$ cat src/rtl/apb_arb_pkg.sv
// Shared types and defaults for the two-requester APB master front-end.
package apb_arb_pkg;

    typedef enum logic [1:0] {
        StIdle   = 2'b00,
        StSetup  = 2'b01,
        StAccess = 2'b10
    } state_e;

    localparam int unsigned DefAddrW = 32;
    localparam int unsigned DefDataW = 32;

endpackage

$ cat src/rtl/rr_arb2.sv
// Two-way round-robin picker; combinational, the pointer lives in the caller.
module rr_arb2 (
    input  logic [1:0] req,
    input  logic       last_gnt,
    output logic       valid,
    output logic       winner
);

    always_comb begin
        valid  = |req;
        winner = 1'b0;
        unique case (req)
            2'b01:   winner = 1'b0;
            2'b10:   winner = 1'b1;
            2'b11:   winner = ~last_gnt;
            default: winner = 1'b0;
        endcase
    end

endmodule

$ cat src/rtl/apb_gpio_arbiter.sv
// Round-robin APB master for two request/ack ports; IDLE -> SETUP -> ACCESS.
// Optional ACCESS timeout enabled by defining APB_ARB_TIMEOUT_EN.
module apb_gpio_arbiter
    import apb_arb_pkg::*;
#(
    parameter int unsigned ADDR_W  = DefAddrW,
    parameter int unsigned DATA_W  = DefDataW,
    parameter int unsigned TIMEOUT = 16
) (
    input  logic              pclk,
    input  logic              presetn,
    input  logic              req0,
    input  logic              req1,
    input  logic              we0,
    input  logic              we1,
    input  logic [ADDR_W-1:0] addr0,
    input  logic [ADDR_W-1:0] addr1,
    input  logic [DATA_W-1:0] wdata0,
    input  logic [DATA_W-1:0] wdata1,
    output logic              ack0,
    output logic              ack1,
    output logic [DATA_W-1:0] rdata,
    output logic              err,
    output logic              gnt,
    output logic              busy,
    output logic              psel,
    output logic              penable,
    output logic              pwrite,
    output logic [ADDR_W-1:0] paddr,
    output logic [DATA_W-1:0] pwdata,
    input  logic              pready,
    input  logic [DATA_W-1:0] prdata
);

    state_e state;
    logic   last_gnt;
    logic   arb_valid;
    logic   arb_winner;
    logic   timed_out;
    logic   done;

    rr_arb2 u_rr_arb2 (
        .req      ({req1, req0}),
        .last_gnt (last_gnt),
        .valid    (arb_valid),
        .winner   (arb_winner)
    );

`ifdef APB_ARB_TIMEOUT_EN
    localparam int unsigned CntW = (TIMEOUT > 1) ? $clog2(TIMEOUT) : 1;
    localparam logic [CntW-1:0] CntMax = CntW'(TIMEOUT - 1);

    logic [CntW-1:0] wait_cnt;

    always_ff @(posedge pclk) begin
        if (!presetn) begin
            wait_cnt <= '0;
        end else if (state == StSetup) begin
            wait_cnt <= '0;
        end else if (state == StAccess && !pready) begin
            wait_cnt <= wait_cnt + 1'b1;
        end
    end

    assign timed_out = (state == StAccess) && !pready && (wait_cnt == CntMax);
`else
    assign timed_out = 1'b0;
`endif

    assign done = (state == StAccess) && (pready || timed_out);

    always_ff @(posedge pclk) begin
        if (!presetn) begin
            state    <= StIdle;
            last_gnt <= 1'b1;
            gnt      <= 1'b0;
            busy     <= 1'b0;
            psel     <= 1'b0;
            penable  <= 1'b0;
            pwrite   <= 1'b0;
            paddr    <= '0;
            pwdata   <= '0;
            ack0     <= 1'b0;
            ack1     <= 1'b0;
            err      <= 1'b0;
            rdata    <= '0;
        end else begin
            // Completion outputs are single-cycle pulses.
            ack0  <= 1'b0;
            ack1  <= 1'b0;
            err   <= 1'b0;
            rdata <= '0;
            unique case (state)
                StIdle: begin
                    // Skip the ack cycle so the owner can drop req without a re-grant.
                    if (!(ack0 || ack1) && arb_valid) begin
                        state    <= StSetup;
                        gnt      <= arb_winner;
                        last_gnt <= arb_winner;
                        busy     <= 1'b1;
                        psel     <= 1'b1;
                        pwrite   <= arb_winner ? we1 : we0;
                        paddr    <= arb_winner ? addr1 : addr0;
                        pwdata   <= arb_winner ? wdata1 : wdata0;
                    end
                end
                StSetup: begin
                    state   <= StAccess;
                    penable <= 1'b1;
                end
                StAccess: begin
                    if (done) begin
                        state   <= StIdle;
                        busy    <= 1'b0;
                        psel    <= 1'b0;
                        penable <= 1'b0;
                        pwrite  <= 1'b0;
                        paddr   <= '0;
                        pwdata  <= '0;
                        ack0    <= ~gnt;
                        ack1    <= gnt;
                        err     <= timed_out;
                        rdata   <= (pwrite || timed_out) ? '0 : prdata;
                    end
                end
                default: state <= StIdle;
            endcase
        end
    end

endmodule

$ cat config.mk
export PLATFORM = sky130hd
export DESIGN_NAME = apb_gpio_arbiter
export DESIGN_NICKNAME = d
export VERILOG_FILES = /design/src/rtl/apb_arb_pkg.sv /design/src/rtl/rr_arb2.sv /design/src/rtl/apb_gpio_arbiter.sv
export SDC_FILE = /design/constraint.sdc
export NUM_CORES = 1
export LEC_CHECK = 0
export CAP_MARGIN = 20
export CORE_MARGIN = 5
export CORE_UTILIZATION = 35
export CTS_CLUSTER_SIZE = 25
export DETAILED_ROUTE_END_ITERATION = 12
export PLACE_DENSITY = 0.84
export SKIP_LAST_GASP = 1
export SYNTH_ARGS = -nofsm -noshare
export SYNTH_HDL_FRONTEND = slang
export SYNTH_HIERARCHICAL = 1
export SYNTH_SLANG_ARGS = --single-unit
$ cat constraint.sdc
create_clock -name pclk -period 2 [get_ports pclk]
set_input_delay 0.3 -clock pclk [delete_from_list [all_inputs] [get_ports pclk]]
set_output_delay 0.3 -clock pclk [all_outputs]
set_load 0.02 [all_outputs]
Yosys cells after proc, flatten, opt, wreduce, memory -nomap -nowiden
Cells that the tools add are included.

word-level totals
  register bits = 105
  input port bits = 167
  output and inout port bits = 104
  logic and storage cells = 54

cells by class
  equal/unequal tests = 6
  mux-type cells = 18
  bitwise logic cells = 5
  reduce and logical (&&, ||, !) cells = 14

operators with widths
  cell                                                             count
  32-bit two-way mux                                               5
  32-bit case mux with 2 select lines                              2
  1-bit case mux with 2 select lines                               4
  2-bit == test, second input constant                             3
  2-bit case mux with 3 select lines                               1
  2-bit AND reduction                                              3
  3-bit AND reduction                                              2
  1-bit NOT                                                        5
  1-bit two-way mux                                                4
  2-bit two-way mux                                                2
  2-bit inequality test, second input constant                     2
  2-bit nonzero test                                               2
  4-bit OR reduction                                               1
  2-bit by 1-bit == test with 1-bit output, second input constant  1
  1-bit logical AND                                                2
  2-bit logical NOT                                                1
  2-bit OR reduction                                               1
  1-bit logical NOT                                                1
  1-bit logical OR                                                 1

Depth between registers and ports, before layout
Gate-level depths: netlist of the first run.

  depth after elaboration = 5
  gate-level depth with buffers = 6

Modules after synthesis
The synthesis of the first run kept the hierarchy.

modules (own cells, without submodules)
  module            instances  cells an instance  area each (µm²)
  apb_gpio_arbiter  1          327                3875.0
  rr_arb2           1          2                  13.8

Least setup slack after synthesis of the first run
Ideal clock, no wire load.

  kind = register -> register
  from = register state[1]
  to = register paddr[0]
  library setup time = 0.119 ns
  arrival = 1.529 ns
  slack = 0.352 ns
  stages on the path, launching flop included = 7
  buffers on the path = 3
  period minus slack after synthesis = 1.648 ns
  path through = dfxtp_1 buf_2 or4b_4 a22o_1 buf_6 buf_6 o2bb2ai_1

between the ends
  longest elaborated chain between the ends = 4
  elaborated cells between the ends (all ways) = 8
  those cells by class = eq/ne (3); mux (1); reduce/logical (4)

ends and longest elaborated chain
  item                                    line                                            text
  start: declaration                      apb_gpio_arbiter.sv:35                          state_e state;
  start signal: assignment                apb_gpio_arbiter.sv:74                          state <= StIdle;
  start signal: assignment                apb_gpio_arbiter.sv:97                          state <= StSetup;
  start signal: assignment                apb_gpio_arbiter.sv:108                         state <= StAccess;
  2-bit == test                           apb_gpio_arbiter.sv:70, apb_gpio_arbiter.sv:93
  1-bit logical AND                       apb_gpio_arbiter.sv:70                          assign done = (state == StAccess) && (pready || timed_out);
  2-bit inequality test (no source line)  --
  3-bit AND reduction (no source line)    --
  end signal: assignment                  apb_gpio_arbiter.sv:103                         paddr <= arb_winner ? addr1 : addr0;
  end: declaration                        apb_gpio_arbiter.sv:29                          output logic [ADDR_W-1:0] paddr,

Several ways; a longest one is shown, not always the timed one.
A chain may end at the register's enable or synchronous reset.

Worst setup path after layout of the first run
  from = input port req0
  to = register pwdata[15]

between the ends
  elaborated cells between the ends (all ways) = 10
  those cells by class = eq/ne (3); mux (4); reduce/logical (3)

RTL lines
  item                                    line                     text
  start: declaration                      apb_gpio_arbiter.sv:12   input logic req0,
  2-bit OR reduction                      rr_arb2.sv:10            valid = |req;
  named net arb_valid                     apb_gpio_arbiter.sv:37   logic arb_valid;
  1-bit logical AND                       apb_gpio_arbiter.sv:96   if (!(ack0 || ack1) && arb_valid) begin
  2-bit inequality test (no source line)  --
  3-bit AND reduction (no source line)    --
  end signal: assignment                  apb_gpio_arbiter.sv:104  pwdata <= arb_winner ? wdata1 : wdata0;
  end: declaration                        apb_gpio_arbiter.sv:30   output logic [DATA_W-1:0] pwdata,

The timed path passes the listed nets, and every way through them passes these cells. The select of a mux whose other input is x is not followed.

==> summary.txt, run 1 <==
Mapped Cells -> 329
Fin. max-slew vios -> 0
Largest family of logic cells by synthesized area -> multiplexers
Synth Flop Type -> dfxtp_1
Post CTS Setup Buffer Count -> 0
Max VDD drop -> 0.464 mV
Vias per cell -> 4.72
Fin crit period -> 1760 ps
Final Hold Vio Count -> 0
Count of input and output buffers -> 269
CTS Sinks -> 105
Top-count cell post-synth -> dfxtp_1
Dpl hpwl -> 10100 um
Crit path DAT -> 2000 ps
GR Overflow Total -> 0
F_max -> 0.568 GHz
Antenna violations before repair -> 0
Clk_lat worst skew -> 350 ps
Async SR Flop Fraction -> 0%
Synth Cell Area -> 0.00389 sq mm
Top cells by instance count after synthesis -> 105 x dfxtp_1, 65 x mux2i_1, 64 x o2bb2ai_1
Core ar. -> 0.0109 sq mm
Post-CTS resize count -> 0
Min-delay src -> paddr[6]$_SDFFE_PN0P_
Pleak -> 2.62 nW
Synthesis-stage register bit count -> 105
WL final -> 12400 um
# nets final -> 762
DIE AREA -> 0.0133 sq mm
Clk buf depth -> 2
Flop pwr share -> 47.0%
Residual DRC -> 0
Num CTS Buffers -> 9
Int Pwr -> 0.00364 W
Vias -> 3490
Tot Pwr -> 0.00504 W
Top cells by area, synth -> dfxtp_1 54%, mux2i_1 17%, o2bb2ai_1 14%, and2_1 5.1%, buf_6 1.7%
Drt first pass iters -> 4
CTS tree -> built
DIE HEIGHT -> 115 um
Req. time, crit path -> 2240 ps
Ant. Diodes -> 0
MaxCap Viol Count -> 0
Reg2reg start -> ack1$_SDFF_PN0_
Syn_nets -> 496
Share of the synthesized area in the top cell type -> 54.1%
Net Sw Frac -> 27.7%
Pwr dens -> 722 mW/mm^2
Final RePlAce weighted congestion -> 0.768
Hold WC Path Type -> register to register
Largest area contributor in the netlist -> dfxtp_1
CP Capture Type -> register
Run status -> complete, no violations
Chip width -> 115 um
Global-route wire length before repair -> 18800 um
Psw -> 0.00140 W
Kind of critical path -> input port to register
Antenna Violating Nets Remaining -> 0
Share of total power in combinational logic -> 27.8%
Startpoint types -> input port
Mux contribution to synthesized area -> 16.7%
H-tree lvl count -> 3
# fillers -> 850
Crit-path max FO -> 21
All-Layer GR Usage -> 18.1%
Initial Utilization -> 35.7%
Sequential area share after synthesis -> 54.1%
Hold Buf Count CTS -> 0
Placed cells -> 724
Largest net degree at the start of global routing -> 44
Xor and xnor area share after synthesis -> 0%
Syn_area_per_cell -> 11.8 sq um
Area Overhead vs Synth -> 79.3%
Number of cell rows -> 38
Synth unique cells -> 27
Crit. Startpoint -> req0
Fraction of final layout cells sized beyond drive strength 1 -> 5.50%
I/O pin total -> 271
Number of DRC markers in iteration 0 -> 83
Wirelength per Cell -> 16.8 um
Root Driver -> clkbuf_8
Non-Filler Instances -> 740
RSZ-0062 raised after global routing -> false
Post-synthesis adder-cell area fraction -> 0%
Setup Skew -> 8.69 ps
Clk pwr share -> 25.2%
Vias in the first global route -> 3805
Util after Layout -> 64.0%
Period utilization -> 88.0%
Post-synth EDFFs -> 0
Clock slew at reported path FFs -> 100 ps
Synth Area in Compound Gates -> 16.5%
Simple-gate portion of the synthesized area -> 7.63%
YS warnings -> 6
Final setup fails -> 0
layout by cell type, fill, tap and decap left out, types with 2 or more instances in the layout:
cell | netlist | routed
a21boi_0 | 2 | 2
nor2_1 | 3 | 3
clkdlybuf4s50_1 | 0 | 269
o2bb2ai_1 | 64 | 64
dfxtp_1 | 105 | 105
inv_1 | 5 | 5
clkinv_2 | 0 | 2
nand3_1 | 2 | 2
buf_4 | 2 | 9
a21oi_1 | 3 | 3
clkbuf_1 | 8 | 2
clkbuf_8 | 0 | 9
mux2i_1 | 65 | 65
nor2b_1 | 3 | 3
o21ai_0 | 4 | 4
and2_1 | 32 | 32
buf_12 | 0 | 6
layout make-up:
type / instances / area, sq um / area share [%]
Clock buffer: 11 / 131 / 1.88
Inverter: 5 / 18.8 / 0.269
Timing Repair Buffer: 284 / 2880 / 41.3
Clock inverter: 5 / 56.3 / 0.807
Tap cell: 140 / 175 / 2.51
Multi-Input combinational cell: 190 / 1610 / 23.1
Sequential cell: 105 / 2100 / 30.1
worst max-delay path, cell delays in order:
cell	delay [ps]
clkdlybuf4s50_1	470
or2_1	110
or4b_4	470
a22o_2	260
buf_4	220
o2bb2ai_1	150
final timing paths:
kind              cells past startpoint  slack [ps]                       to
hold reg to reg                       1         470    paddr[6]$_SDFFE_PN0P_
setup / recovery                      6         240  pwdata[15]$_SDFFE_PN0P_
setup reg to reg                      4         370  pwdata[15]$_SDFFE_PN0P_
hold / removal                        1         470    paddr[6]$_SDFFE_PN0P_
metal layers:
metal	wire, um	track usage (%)	vias to the layer above
li1	-	-	1716
met1	4310	18.1	1593
met2	6300	32.6	168
met3	1660	9.74	13
met4	144	4.62	0
met5	0	0	-
flip-flops by register name (all words and copies together) (netlist names):
register,flops
paddr,32
pwdata,32
penable,1
gnt,1
state,2
ack1,1
psel,1
last_gnt,1
rdata,32
pwrite,1
ack0,1
kinds of logic (layout without fill, tap and decap cells):
logic type,after synthesis,count (layout)
AOI/OAI and AO/OA,77,77
and+or+nand+nor,47,47
muxes,65,65
other,1,1
buffers and inverters,34,305
DFF,105,105
power groups by stage:
stage / Sequential [W] / Combinational [W] / Clock, W
final: 0.00237 / 0.00140 / 0.00127
after global routing: 0.00239 / 0.00149 / 0.00142
after CTS: 0.00237 / 0.00142 / 0.00132
after detailed placement: 0.00241 / 0.00142 / 0
after global placement: 0.00241 / 0.00139 / 0
after floorplan: 0.00261 / 0.000411 / 0
per-stage QoR:
step | hold WS [ps] | setup slack (ps) | TNS [ps] | area [sq um]
2_1_floorplan | 372 | 352 | 0 | 3890
3_3_place_gp | 444 | -82.1 | -4240 | 6790
3_5_place_dp | 446 | -127 | -6030 | 6790
4_1_cts | 473 | 234 | 0 | 6970
5_1_grt | 467 | 191 | 0 | 6970
6_report | 467 | 241 | 0 | 6970
(Power assumes the default switching activity.)
==> run 2: changes to the inputs <==
PLACE_DENSITY = 0.79   (was 0.84)
==> summary.txt, run 2 (synthesis results as in run 1) <==
DIE AREA -> 0.0133 sq mm (unchanged)
Multi-input gate area -> 0.00161 sq mm (unchanged)
Final worst slack -> 252 ps (+11.7 ps)
DIE HEIGHT -> 115 um (unchanged)
Root Driver -> clkbuf_8
Area Overhead vs Synth -> 79.7%
CP max stage cell -> clkdlybuf4s50_1
Count of input and output buffers -> 269 (unchanged)
Crit-path cells -> clkdlybuf4s50_1, or2_1, or4b_4, a22o_2, buf_4, o2bb2ai_1
Post CTS Setup Buffer Count -> 0 (unchanged)
H-tree lvl count -> 3 (unchanged)
CTS Sinks -> 105 (unchanged)
Final RePlAce weighted congestion -> 0.777 (+1.2%)
# fillers -> 893 (+5.1%)
Placed cell area -> 0.00679 sq mm (about the same)
Commonest non-fill, non-tap cell in the layout -> clkdlybuf4s50_1
RSZ-0062 raised after global routing -> false
Crit path max-delay family -> buffers and inverters
Req. time, crit path -> 2260 ps (+20 ps)
Antenna violations before repair -> 0 (unchanged)
Min-delay src -> pwdata[1]$_SDFFE_PN0P_
Fin. max-slew vios -> 0 (unchanged)
WL final -> 13000 um (+4.9%)
Antenna Violating Nets Remaining -> 0 (unchanged)
Final Hold Vio Count -> 0 (unchanged)
Tot Pwr -> 0.00507 W (+0.59%)
Period utilization -> 87.4% (-0.58 points)
Drt first pass iters -> 4 (unchanged)
Crit-path max FO -> 13 (-38%)
Critical Path Max Stage Delay -> 480 ps (about the same)
Vias per cell -> 4.78 (+1.3%)
WHS Path Cells -> 1 (unchanged)
Vias -> 3531 (+1.2%)
Hold WC Path Type -> register to register
CP Capture Type -> register
Number of cell rows -> 38 (unchanged)
F_max -> 0.572 GHz (+0.67%)
Largest net degree at the start of global routing -> 43 (-2.3%)
Clk_lat worst skew -> 370 ps (+20 ps)
Reg2reg start -> state[1]$_SDFFE_PN0P_
Final setup fails -> 0 (unchanged)
Setup TNS Final -> 0 ps (unchanged)
Critical path depth in cells -> 6 (unchanged)
Post-CTS resize count -> 0 (unchanged)
Core ar. -> 0.0109 sq mm (unchanged)
Wirelength per Cell -> 17.6 um (+5.0%)
Clk buf depth -> 2 (unchanged)
CTS tree -> built
Crit path DAT -> 2010 ps (about the same)
Pleak -> 2.63 nW (about the same)
I/O pin total -> 271 (unchanged)
Pwr dens -> 725 mW/mm^2 (+0.39%)
Global-route wire length before repair -> 19900 um (+5.7%)
# nets final -> 761 (-0.13%)
Hold Buf Count CTS -> 0 (unchanged)
R2R cell count -> 4 (unchanged)
Residual DRC -> 0 (unchanged)
Regs by FF count -> paddr (32), pwdata (32), rdata (32)
FF+latch area -> 0.00210 sq mm (unchanged)
GR Overflow Total -> 0 (unchanged)
Placed cells -> 723 (-0.14%)
Crit. Startpoint -> req1
All-Layer GR Usage -> 18.9% (+0.88 points)
Run status -> complete, no violations
Clock slew at reported path FFs -> 110 ps (about the same)
Number of DRC markers in iteration 0 -> 94 (+13%)
Chip width -> 115 um (unchanged)
Max VDD drop -> 0.409 mV (-12%)
Fin crit period -> 1750 ps (-11.7 ps)
MaxCap Viol Count -> 0 (unchanged)
Vias in the first global route -> 3913 (+2.8%)
Non-Filler Instances -> 739 (-0.14%)
Fraction of final layout cells sized beyond drive strength 1 -> 5.68% (+0.18 points)
Setup Skew -> 14.4 ps (+5.73 ps)
Initial Utilization -> 35.7% (unchanged)
Buffers & Inverters on Critical Path -> 2 (unchanged)
DP Worst Slack -> -151 ps (-24.3 ps)
Post-route cell area -> 0.00699 sq mm (+0.20%)
Startpoint types -> input port
Num CTS Buffers -> 9 (unchanged)
Dpl hpwl -> 10600 um (+5.0%)
Kind of critical path -> input port to register
Ant. Diodes -> 0 (unchanged)
Most frequent cells in the layout -> 269 x clkdlybuf4s50_1, 105 x dfxtp_1, 65 x mux2i_1, 64 x o2bb2ai_1, 32 x and2_1
[run 2: cell count changes in the layout (fill, tap and decap cells not counted)]
| cell | before | now |
|---|---|---|
| buf_12 | 6 | 7 |
| buf_4 | 9 | 7 |
| bufinv_16 | 1 | 0 |
| clkbuf_1 | 2 | 0 |
| clkinv_2 | 2 | 0 |
| clkinv_8 | 0 | 1 |
| inv_6 | 0 | 2 |
| inv_8 | 0 | 2 |
[run 2: area by class of cell]
cell class | instances | share of cell area (%)
well taps | 140 | 2.51
inverters | 5 | 0.269
clock buffers | 9 | 1.77
multi-input cells | 190 | 23.0
clock inverters | 7 | 1.04
flip-flops and latches | 105 | 30.1
repair buffers | 283 | 41.3
[run 2: through the flow]
stage | utilization, % | hold slack, ps
global route | 64.2 | 461
global placement | 62.4 | 443
CTS | 64.2 | 460
detailed placement | 62.4 | 445
finish | 64.2 | 470
floorplan | - | 372
[run 2: worst paths after layout]
kind	to	slack (ps)
worst max-delay path	paddr[21]$_SDFFE_PN0P_	250
worst min-delay path	pwdata[1]$_SDFFE_PN0P_	470
worst max register to register	paddr[21]$_SDFFE_PN0P_	380
worst min register to register	pwdata[1]$_SDFFE_PN0P_	470
[run 2: power breakdown]
group	leakage (nW)	total, W	switching (W)	internal [W]
Clock	0.0970	0.00128	0.000784	0.000492
Sequential	0.860	0.00237	0.000102	0.00227
Combinational	1.67	0.00142	0.000620	0.000799
[run 2: layer usage]
metal / routed length (um) / share of wire, % / GRT usage, % / vias to the layer above
met5: 0 / 0 / 0 / -
met4: 229 / 1.8 / 5.48 / 0
met3: 1620 / 12 / 9.05 / 19
met2: 6670 / 51 / 34.9 / 166
met1: 4490 / 35 / 18.9 / 1629
li1: - / - / - / 1717
==> run 3: changes to the inputs <==
CTS_CLUSTER_SIZE = not set   (was 25)
==> results of run 3 <==
Same layout as run 2: the final DEF is identical, and so are final timing and power.
